===== config.mk =====
export PLATFORM = sky130hd
export DESIGN_NAME = multdiv_ctrl_flat
export DESIGN_NICKNAME = d
export VERILOG_FILES = /design/src/rtl/multdiv_ctrl_pkg.sv /design/src/rtl/multdiv_ctrl_if.sv /design/src/rtl/multdiv_ctrl_timeout_counter.sv /design/src/rtl/multdiv_ctrl.sv /design/src/flat_wrapper.sv
export SDC_FILE = /design/constraint.sdc
export NUM_CORES = 1
export LEC_CHECK = 0
export ABC_AREA = 1
export ABC_CLOCK_PERIOD_IN_PS = 2990
export CAP_MARGIN = 20
export CORE_ASPECT_RATIO = 1.4
export CORE_MARGIN = 3
export CORE_UTILIZATION = 43
export CTS_CLUSTER_DIAMETER = 80
export CTS_CLUSTER_SIZE = 40
export DETAILED_ROUTE_END_ITERATION = 10
export HOLD_SLACK_MARGIN = 0.03
export PLACE_DENSITY_LB_ADDON = 0.12
export SETUP_SLACK_MARGIN = 0.15
export SLEW_MARGIN = 0
export SYNTH_ARGS = -nofsm -noshare
export SYNTH_HDL_FRONTEND = slang
export SYNTH_SLANG_ARGS = --single-unit

===== constraint.sdc =====
create_clock -name clock -period 2.99 [get_ports clock]
set_clock_uncertainty 0.1 [all_clocks]
set_input_delay 0.598 -clock clock [delete_from_list [all_inputs] [get_ports clock]]
set_output_delay 0.598 -clock clock [all_outputs]
set_load 0.03 [all_outputs]

===== src/rtl/multdiv_ctrl_pkg.sv =====
`default_nettype none
// ============================================================================
// Module  : multdiv_ctrl_pkg
// Purpose : Shared state encoding and ISA status constants for the multdiv
//           execute-stage sequencer.
// Revision: 1.0 - initial release
// ============================================================================
package multdiv_ctrl_pkg;

    localparam logic [1:0] c_ST_IDLE  = 2'd0;
    localparam logic [1:0] c_ST_START = 2'd1;
    localparam logic [1:0] c_ST_BUSY  = 2'd2;
    localparam logic [1:0] c_ST_WB    = 2'd3;

    typedef enum logic [1:0] {
        ST_IDLE  = c_ST_IDLE,
        ST_START = c_ST_START,
        ST_BUSY  = c_ST_BUSY,
        ST_WB    = c_ST_WB
    } state_e;

    localparam int c_TIMEOUT       = 40;
    localparam int c_CNT_WIDTH     = 6;
    localparam int c_RSTATUS_REG   = 30;
    localparam int c_MUL_EXC_CODE  = 4;
    localparam int c_DIV_EXC_CODE  = 5;

endpackage
`default_nettype wire


===== src/rtl/multdiv_ctrl_if.sv =====
`default_nettype none
// ============================================================================
// Module  : multdiv_ctrl_if
// Purpose : Execute-stage request, multdiv handshake and writeback bundle.
// Revision: 1.0 - initial release
// ============================================================================
interface multdiv_ctrl_if;

    logic        ex_is_mult;
    logic        ex_is_div;
    logic [31:0] ex_opA;
    logic [31:0] ex_opB;
    logic [4:0]  ex_rd;

    logic [31:0] md_operandA;
    logic [31:0] md_operandB;
    logic        ctrl_MULT;
    logic        ctrl_DIV;
    logic [31:0] md_result;
    logic        md_exception;
    logic        md_resultRDY;

    logic        stall;
    logic        wb_valid;
    logic [4:0]  wb_rd;
    logic [31:0] wb_data;
    logic        wb_exception;

    // master is the sequencer; slave is the pipeline/multdiv environment
    modport master (
        input  ex_is_mult, ex_is_div, ex_opA, ex_opB, ex_rd,
        input  md_result, md_exception, md_resultRDY,
        output md_operandA, md_operandB, ctrl_MULT, ctrl_DIV,
        output stall, wb_valid, wb_rd, wb_data, wb_exception
    );

    modport slave (
        output ex_is_mult, ex_is_div, ex_opA, ex_opB, ex_rd,
        output md_result, md_exception, md_resultRDY,
        input  md_operandA, md_operandB, ctrl_MULT, ctrl_DIV,
        input  stall, wb_valid, wb_rd, wb_data, wb_exception
    );

endinterface
`default_nettype wire


===== src/rtl/multdiv_ctrl_timeout_counter.sv =====
`default_nettype none
// ============================================================================
// Module  : md_timeout_counter
// Purpose : Synchronous up-counter with clear/enable; flags the last allowed
//           BUSY cycle (count == TIMEOUT-1).
// Revision: 1.0 - initial release
// ============================================================================
module md_timeout_counter #(
    parameter int TIMEOUT = 40,
    parameter int WIDTH   = 6
) (
    input  wire logic clk,
    input  wire logic rst,
    input  wire logic i_clr,
    input  wire logic i_en,
    output logic      o_terminal
);

    localparam logic [WIDTH-1:0] c_TERMINAL = WIDTH'(TIMEOUT - 1);

    logic [WIDTH-1:0] r_count;

    always_ff @(posedge clk) begin
        if (rst || i_clr) begin
            r_count <= '0;
        end else if (i_en) begin
            r_count <= r_count + 1'b1;
        end
    end

    assign o_terminal = (r_count == c_TERMINAL);

endmodule
`default_nettype wire


===== src/rtl/multdiv_ctrl.sv =====
`default_nettype none
// ============================================================================
// Module  : multdiv_ctrl
// Purpose : Execute-stage sequencer for the multdiv unit: captures operands,
//           pulses start, stalls until ready/timeout, emits one writeback.
// Revision: 1.0 - initial release
// ============================================================================
module multdiv_ctrl
    import multdiv_ctrl_pkg::*;
#(
    parameter int TIMEOUT      = c_TIMEOUT,
    parameter int RSTATUS_REG  = c_RSTATUS_REG,
    parameter int MUL_EXC_CODE = c_MUL_EXC_CODE,
    parameter int DIV_EXC_CODE = c_DIV_EXC_CODE
) (
    input  wire logic      clock,
    input  wire logic      reset,
    multdiv_ctrl_if.master bus
);

    state_e      r_state;
    state_e      w_state_next;
    logic        r_op_mult;
    logic [4:0]  r_rd;
    logic [31:0] r_opA;
    logic [31:0] r_opB;
    logic [4:0]  r_wb_rd;
    logic [31:0] r_wb_data;
    logic        r_wb_exc;

    logic w_req;
    logic w_terminal;
    logic w_done;
    logic w_stall;
    logic w_ctrl_mult;
    logic w_ctrl_div;
    logic w_wb_valid;

    assign w_req  = bus.ex_is_mult | bus.ex_is_div;
    // Ready has priority over the timeout when both land in the same cycle
    assign w_done = bus.md_resultRDY | w_terminal;

    md_timeout_counter #(
        .TIMEOUT (TIMEOUT),
        .WIDTH   (c_CNT_WIDTH)
    ) u_timeout (
        .clk        (clock),
        .rst        (reset),
        .i_clr      (r_state == ST_START),
        .i_en       (r_state == ST_BUSY),
        .o_terminal (w_terminal)
    );

    always_comb begin
        w_state_next = r_state;
        w_stall      = 1'b0;
        w_ctrl_mult  = 1'b0;
        w_ctrl_div   = 1'b0;
        w_wb_valid   = 1'b0;
        case (r_state)
            ST_IDLE: begin
                w_stall = w_req;
                if (w_req) w_state_next = ST_START;
            end
            ST_START: begin
                // resultRDY may still be high from the previous op; ignore it
                w_stall      = 1'b1;
                w_ctrl_mult  = r_op_mult;
                w_ctrl_div   = ~r_op_mult;
                w_state_next = ST_BUSY;
            end
            ST_BUSY: begin
                w_stall = 1'b1;
                if (w_done) w_state_next = ST_WB;
            end
            ST_WB: begin
                w_wb_valid   = 1'b1;
                w_state_next = ST_IDLE;
            end
            default: w_state_next = ST_IDLE;
        endcase
    end

    always_ff @(posedge clock) begin
        if (reset) begin
            r_state   <= ST_IDLE;
            r_op_mult <= 1'b0;
            r_rd      <= '0;
            r_opA     <= '0;
            r_opB     <= '0;
            r_wb_rd   <= '0;
            r_wb_data <= '0;
            r_wb_exc  <= 1'b0;
        end else begin
            r_state <= w_state_next;
            if (r_state == ST_IDLE && w_req) begin
                r_opA     <= bus.ex_opA;
                r_opB     <= bus.ex_opB;
                r_rd      <= bus.ex_rd;
                r_op_mult <= bus.ex_is_mult;
            end
            if (r_state == ST_BUSY && w_done) begin
                if (bus.md_resultRDY && !bus.md_exception) begin
                    r_wb_rd   <= r_rd;
                    r_wb_data <= bus.md_result;
                    r_wb_exc  <= 1'b0;
                end else begin
                    r_wb_rd   <= 5'(RSTATUS_REG);
                    r_wb_data <= r_op_mult ? 32'(MUL_EXC_CODE) : 32'(DIV_EXC_CODE);
                    r_wb_exc  <= 1'b1;
                end
            end
        end
    end

    assign bus.md_operandA  = r_opA;
    assign bus.md_operandB  = r_opB;
    assign bus.ctrl_MULT    = w_ctrl_mult & ~reset;
    assign bus.ctrl_DIV     = w_ctrl_div  & ~reset;
    assign bus.stall        = w_stall     & ~reset;
    assign bus.wb_valid     = w_wb_valid  & ~reset;
    assign bus.wb_rd        = r_wb_rd;
    assign bus.wb_data      = r_wb_data;
    assign bus.wb_exception = r_wb_exc;

endmodule
`default_nettype wire


===== src/flat_wrapper.sv =====
// flat-port wrapper written by rule: the top's interface ports become plain ports
module multdiv_ctrl_flat import multdiv_ctrl_pkg::*;
#(
    parameter int TIMEOUT      = c_TIMEOUT,
    parameter int RSTATUS_REG  = c_RSTATUS_REG,
    parameter int MUL_EXC_CODE = c_MUL_EXC_CODE,
    parameter int DIV_EXC_CODE = c_DIV_EXC_CODE
)
  (clock, reset, bus_ex_is_mult, bus_ex_is_div, bus_ex_opA, bus_ex_opB, bus_ex_rd, bus_md_result, bus_md_exception, bus_md_resultRDY, bus_md_operandA, bus_md_operandB, bus_ctrl_MULT, bus_ctrl_DIV, bus_stall, bus_wb_valid, bus_wb_rd, bus_wb_data, bus_wb_exception);
  multdiv_ctrl_if bus_i ();
  input  wire logic clock;
  input  wire logic reset;
  input wire logic [$bits(bus_i.ex_is_mult)-1:0] bus_ex_is_mult;
  input wire logic [$bits(bus_i.ex_is_div)-1:0] bus_ex_is_div;
  input wire logic [$bits(bus_i.ex_opA)-1:0] bus_ex_opA;
  input wire logic [$bits(bus_i.ex_opB)-1:0] bus_ex_opB;
  input wire logic [$bits(bus_i.ex_rd)-1:0] bus_ex_rd;
  input wire logic [$bits(bus_i.md_result)-1:0] bus_md_result;
  input wire logic [$bits(bus_i.md_exception)-1:0] bus_md_exception;
  input wire logic [$bits(bus_i.md_resultRDY)-1:0] bus_md_resultRDY;
  output wire logic [$bits(bus_i.md_operandA)-1:0] bus_md_operandA;
  output wire logic [$bits(bus_i.md_operandB)-1:0] bus_md_operandB;
  output wire logic [$bits(bus_i.ctrl_MULT)-1:0] bus_ctrl_MULT;
  output wire logic [$bits(bus_i.ctrl_DIV)-1:0] bus_ctrl_DIV;
  output wire logic [$bits(bus_i.stall)-1:0] bus_stall;
  output wire logic [$bits(bus_i.wb_valid)-1:0] bus_wb_valid;
  output wire logic [$bits(bus_i.wb_rd)-1:0] bus_wb_rd;
  output wire logic [$bits(bus_i.wb_data)-1:0] bus_wb_data;
  output wire logic [$bits(bus_i.wb_exception)-1:0] bus_wb_exception;
  assign bus_i.ex_is_mult = bus_ex_is_mult;
  assign bus_i.ex_is_div = bus_ex_is_div;
  assign bus_i.ex_opA = bus_ex_opA;
  assign bus_i.ex_opB = bus_ex_opB;
  assign bus_i.ex_rd = bus_ex_rd;
  assign bus_i.md_result = bus_md_result;
  assign bus_i.md_exception = bus_md_exception;
  assign bus_i.md_resultRDY = bus_md_resultRDY;
  assign bus_md_operandA = bus_i.md_operandA;
  assign bus_md_operandB = bus_i.md_operandB;
  assign bus_ctrl_MULT = bus_i.ctrl_MULT;
  assign bus_ctrl_DIV = bus_i.ctrl_DIV;
  assign bus_stall = bus_i.stall;
  assign bus_wb_valid = bus_i.wb_valid;
  assign bus_wb_rd = bus_i.wb_rd;
  assign bus_wb_data = bus_i.wb_data;
  assign bus_wb_exception = bus_i.wb_exception;
  multdiv_ctrl #(.TIMEOUT(TIMEOUT), .RSTATUS_REG(RSTATUS_REG), .MUL_EXC_CODE(MUL_EXC_CODE), .DIV_EXC_CODE(DIV_EXC_CODE)) u_core (.clock(clock), .reset(reset), .bus(bus_i));
endmodule

==> results of run 1 <==
==> metrics by stage <==
stage,setup WS [ns],power [mW]
after floorplan,0.637,3.80
after global placement,0.129,4.77
after detailed placement,0.116,4.82
after CTS,0.282,6.80
after global routing,0.219,7.09
final,0.292,6.72
==> worst max path at each step <==
stage	startpoint	cells after the start	to	slack, ns
after floorplan	u_core.r_state[0]	5	bus_stall	0.64
after global placement	bus_ex_is_mult	4	bus_stall	0.13
after detailed placement	bus_ex_is_mult	4	bus_stall	0.12
after CTS	reset	4	bus_wb_valid	0.28
after global routing	u_core.r_state[1]	5	bus_stall	0.22
final	reset	4	bus_wb_valid	0.29
==> metal layers <==
metal / vias to the layer above / track usage [%]
li1: 2148 / -
met4: 0 / 11.2
met1: 1840 / 21.0
met3: 24 / 9.24
met2: 146 / 37.4
met5: - / 0
==> power breakdown <==
part	leakage (nW)	internal (mW)	switching, mW	total, mW
sequential	0.954	1.94	0.205	2.15
clock	0.281	1.31	0.636	1.94
combinational	1.48	1.02	1.61	2.62
total	2.72	4.27	2.45	6.72
==> worst max-delay path: stages <==
cell,delay [ns]
clkdlybuf4s50_1,0.44
buf_4,0.16
nor2_1,0.12
clkdlybuf4s50_1,0.68
==> final cells by class <==
cell class	count	share of cell area, %
multi-input cells	373	23.9
well taps	132	2.37
repair buffers	219	31.1
inverters	23	1.24
flip-flops and latches	116	33.3
clock inverters	4	1.00
clock buffers	27	7.20
==> sequential cells by signal, indices dropped and copies added, names as in the netlist <==
register                  flops
u_core.r_op_mult              1
u_core.bus.wb_data           32
u_core.bus.md_operandB       32
u_core.u_timeout.r_count      6
u_core.r_state                2
u_core.r_rd                   5
u_core.bus.wb_exception       1
u_core.bus.md_operandA       32
u_core.bus.wb_rd              5
==> cells by family after synthesis <==
logic type	count (synthesis)
AOI/OAI and AO/OA	125
adders and majority gates	7
buffers and inverters	57
DFF	116
and+or+nand+nor	241
==> placed cells by master (no fill, tap or decap) <==
master / instances
nand3_1: 5
dfxtp_1: 116
nor2_1: 148
nor3_1: 5
buf_4: 9
clkinv_2: 2
clkbuf_1: 6
nor3b_1: 1
inv_2: 2
dlygate4sd2_1: 1
clkbuf_16: 17
o21ai_4: 1
bufinv_16: 2
a21oi_1: 45
ha_1: 7
nand3_2: 1
nand2_2: 2
inv_1: 21
o21ai_1: 8
clkdlybuf4s50_1: 209
o21ai_0: 70
clkbuf_8: 4
nand2_1: 78
nor2_4: 1
a211oi_1: 1
==> results.py, run 1 <==
metrics = {
    "die": {
        "rows": 42,
        "io_pins": 213,
        "core_um2": 9560,
        "die_w_um": 90.1,
        "dieArea_um2": 11200,
        "initial_core_util_pct": 44.5,
        "die_h_um": 124,
    },
    "layout": {
        "post_route_cells_drive_above_1_share_pct": 5.38,
        "multiInputGateArea_um2": 1670,
        "seq_area_um2": 2320,
        "nFillCells": 752,
        "final_cell_area_um2": 6980,
        "final_util_pct": 73.0,
        "nNetsFinal": 864,
        "diodes": 0,
        "finalNonFillerCells": 894,
        "syn_to_final_growth_pct": 63.9,
    },
    "drt": {
        "antenna_left": 0,
        "met3_length_um": 1060,
        "wl_met1_um": 4530,
        "routed_wl_um": 11800,
        "dr_wl_met2_um": 5940,
        "num_vias": 4158,
        "drt-pass1-iter-count": 4,
        "routed.top_layer": "met4",
        "viasPerCell": 4.65,
        "wl_per_cell_um": 13.2,
        "drt_iter0_markers": 125,
        "route.detailed.drc": 0,
    },
    "global_routing": {
        "grt_overflow": 0,
        "grt_start_max_net_pins": 79,
        "grt_pass1_vias": 4101,
        "grt_pass1_wl_um": 18800,
        "grt_antenna_before_repair": 0,
        "grt_use_total_pct": 21.1,
    },
    "clock_tree": {
        "hold_buffers": 0,
        "cts_setup_buffers": 0,
        "clock_path_buffers": 2,
        "clkLatencyLatePin_ns": 0.40,
        "cts_max_level": 4,
        "cts_sinks": 116,
        "numCtsBuffers": 17,
        "post_cts_resized": 1,
        "clk_pin_slew_ns": 0.05,
        "cts-root-buf": "clkbuf_16",
        "cts_tree": "yes",
    },
    "place": {
        "place.port_buffers": 212,
        "dp.cells": 863,
        "dpl-instance-area_um2": 6410,
        "place_congestion": 0.765,
        "place_hpwl_um": 8420,
    },
    "timing": {
        "slew_headroom_pct": 31.2,
        "setup_tns_ns": 0,
        "hold_slack_ns": 0.344,
        "fmax_mhz": 371,
        "final_max_slew_viol_count": 0,
        "finalHoldViolCount": 0,
        "setup_viol": 0,
        "min_period_ns": 2.70,
        "rsz0062_at_grt": "false",
        "period_share_pct": 90.2,
        "tightest_slew_ns": 1.03,
    },
    "critical_path": {
        "reg2reg_to": "u_core.bus.md_operandB[17]",
        "cp.required_ns": 2.29,
        "end_kind": "output pin",
        "reg2regPathDepth": 8,
        "reg2reg_slack_ns": 0.78,
        "critPathArrivalTime_ns": 2.00,
        "critPathKind": "primary input to output pin",
        "rr_startpoint": "u_core.r_state[1]",
        "startpoint_type": "primary input",
        "crit_fanout": 3,
    },
    "flow_run": {
        "maxCapViolations": 0,
    },
    "synthesis": {
        "synth_compound_area_share_pct": 15.0,
        "ys_top_cells_by_count": "nor2_1 (148), dfxtp_1 (116), nand2_1 (78), o21ai_0 (70), a21oi_1 (45)",
        "synth_top_family_by_area": "simple AND/OR/NAND/NOR gates",
        "synth_cell_types": 22,
        "synth_edf_count": 0,
        "yosysWarnings": 0,
        "ys_ff_latch": 116,
        "synth_area_um2": 4260,
        "synth_top_area_share_pct": 54.5,
        "synth_cells": 546,
        "synth_xor_area_share_pct": 0,
        "synth_nets": 660,
        "yosysMostFrequentCell": "nor2_1",
        "synth-seq-area-share_pct": 54.5,
        "muxShareOfSynthArea_pct": 0,
        "yosys-top-cells-area": "dfxtp_1 (55%), nor2_1 (13%), o21ai_0 (8.2%)",
        "synthSimpleGateAreaFrac_pct": 22.1,
        "synthArstFlopShare_pct": 0,
        "yosysTopAreaCell": "dfxtp_1",
        "synth-main-ff-cell": "dfxtp_1",
        "synth_fa_ha_area_share_pct": 2.06,
        "post_synth.cell_area_avg_um2": 7.80,
    },
    "pwr": {
        "p_leak_nw": 2.72,
        "p_per_area_nw_per_um2": 962,
        "ir_drop_mv": 0.588,
    },
    "min_path": {
        "min_from": "u_core.bus.wb_exception",
        "holdCritPathClass": "flop to flop",
        "timing.hold.worst_path_depth": 2,
        "whs_endpoint": "u_core.bus.wb_exception",
    },
    "status": {
        "outcome": "finished, final reports clean",
    },
}
Note: power is estimated with default switching activity, not from simulation.
==> run 2: changes to the inputs <==
Settings changed: SLEW_MARGIN 0 to 10.
==> results of run 2 <==
Final layout, timing and power as in run 1 (identical DEF).
==> run 3: changes to the inputs <==
Settings changed: CAP_MARGIN 20 to unset, CORE_UTILIZATION 43 to 40.
==> run 3 against run 2 <==
  * Flip-flop and latch count is the same
  * Sequential share of layout area increased by 0.39 points
  * Routed wire length grew 3.1%
  * Combinational power is essentially flat
  * Final cell count decreased by 0.11%
  * Largest power group unchanged
==> results.py, run 3 (same netlist as run 1, synthesis figures left out) <==
metrics = {
    "die": {
        "initial_core_util_pct": 41.9,
        "die_w_um": 93.2,
        "core_um2": 10200,
        "dieArea_um2": 11900,
        "io_pins": 213,
        "rows": 43,
        "die_h_um": 128,
    },
    "drt": {
        "viasPerCell": 4.69,
        "wl_per_cell_um": 13.7,
        "routed_wl_um": 12200,
        "num_vias": 4190,
        "drt-pass1-iter-count": 4,
        "drt_iter0_markers": 171,
        "route.detailed.drc": 0,
        "antenna_left": 0,
    },
    "clock_tree": {
        "cts_max_level": 4,
        "post_cts_resized": 0,
        "cts-root-buf": "clkbuf_16",
        "clkLatencyLatePin_ns": 0.40,
        "numCtsBuffers": 17,
        "cts_setup_buffers": 0,
        "cts_tree": "yes",
        "clk_pin_slew_ns": 0.05,
        "hold_buffers": 0,
        "cts_sinks": 116,
        "clock_path_buffers": 2,
    },
    "layout": {
        "post_route_cells_drive_above_1_share_pct": 4.88,
        "syn_to_final_growth_pct": 62.0,
        "mostFrequentLayoutCells": "clkdlybuf4s50_1 (209), nor2_1 (148), dfxtp_1 (116)",
        "nFillCells": 836,
        "nNetsFinal": 860,
        "multiInputGateArea_um2": 1670,
        "seq_area_um2": 2320,
        "layout_commonest_cell": "clkdlybuf4s50_1",
        "diodes": 0,
        "final_cell_area_um2": 6900,
        "finalNonFillerCells": 893,
    },
    "global_routing": {
        "grt_start_max_net_pins": 79,
        "grt_pass1_wl_um": 19700,
        "grt_antenna_before_repair": 0,
        "grt_pass1_vias": 4295,
        "grt_use_total_pct": 21.0,
        "grt_overflow": 0,
    },
    "timing": {
        "rsz0062_at_grt": "false",
        "setup_viol": 0,
        "slew_headroom_pct": 22.1,
        "setup_tns_ns": 0,
        "final_max_slew_viol_count": 0,
        "finalHoldViolCount": 0,
        "period_share_pct": 83.8,
        "min_period_ns": 2.50,
        "fmax_mhz": 399,
        "tightest_slew_ns": 1.17,
    },
    "critical_path": {
        "end_kind": "output pin",
        "crit_fanout": 2,
        "reg2reg_slack_ns": 0.93,
        "critPathCapture": "bus_wb_valid",
        "startpoint_type": "primary input",
        "cp-startpoint": "reset",
        "critPathArrivalTime_ns": 1.81,
        "cp.required_ns": 2.29,
        "reg2reg_to": "u_core.bus.md_operandB[8]",
        "critPathKind": "primary input to output pin",
        "reg2regPathDepth": 6,
        "rr_startpoint": "u_core.r_state[0]",
    },
    "pwr": {
        "p_per_area_nw_per_um2": 952,
        "ir_drop_mv": 0.719,
        "p_leak_nw": 2.68,
    },
    "place": {
        "place_hpwl_um": 8620,
        "dpl-instance-area_um2": 6380,
        "place.port_buffers": 212,
        "dp.cells": 862,
        "place_congestion": 0.752,
    },
    "flow_run": {
        "maxCapViolations": 0,
    },
    "status": {
        "outcome": "finished, final reports clean",
    },
    "min_path": {
        "holdCritPathClass": "flop to flop",
    },
}
[run 3: layout make-up]
| cell class | instances | area share, % |
|---|---|---|
| multi-input cells | 373 | 24.1 |
| inverters | 23 | 1.25 |
| well taps | 135 | 2.45 |
| repair buffers | 215 | 31.0 |
| clock buffers | 25 | 6.74 |
| clock inverters | 6 | 0.798 |
| flip-flops and latches | 116 | 33.6 |
[run 3: worst max-delay path, stage by stage]
cell and delay [ns]:
clkdlybuf4s50_1 0.42, nor2_1 0.12, clkdlybuf4s50_1 0.67
[run 3: power by group]
| group | internal (mW) | total [mW] | switching, mW | leakage [nW] |
|---|---|---|---|---|
| clock network | 1.15 | 1.79 | 0.636 | 0.259 |
| registers | 1.94 | 2.15 | 0.204 | 0.954 |
| logic | 1.02 | 2.64 | 1.62 | 1.46 |
| total | 4.11 | 6.57 | 2.46 | 2.68 |
[run 3: how the worst min path moves through the flow]
| stage | start | end | slack [ns] | cells after the start |
|---|---|---|---|---|
| final | u_core.bus.wb_exception | u_core.bus.wb_exception | 0.34 | 2 |
| after global routing | u_core.bus.wb_exception | u_core.bus.wb_exception | 0.36 | 2 |
| after CTS | u_core.bus.wb_exception | u_core.bus.wb_exception | 0.34 | 2 |
| after detailed placement | u_core.bus.wb_exception | u_core.bus.wb_exception | 0.33 | 2 |
| after global placement | u_core.bus.wb_exception | u_core.bus.wb_exception | 0.33 | 2 |
| after floorplan | u_core.r_rd[0] | u_core.bus.wb_rd[0] | 0.34 | 2 |
[run 3: layer usage]
metal / up-vias / track usage [%] / wire length (um)
met1: 1878 / 21.1 / 4670
met3: 17 / 10.9 / 1190
li1: 2143 / - / -
met4: 0 / 8.28 / 240
met2: 152 / 36.2 / 6100
met5: - / 0 / 0
[run 3: per-stage QoR]
step	hold slack [ns]	util [%]	total power, mW	setup WS [ns]
3_3_place_gp	0.332	62.8	4.77	0.309
3_5_place_dp	0.335	62.8	4.83	0.286
6_report	0.343	67.9	6.57	0.485
5_1_grt	0.362	67.9	6.97	0.413
4_1_cts	0.343	67.9	6.63	0.490
2_1_floorplan	0.344	-	3.80	0.637
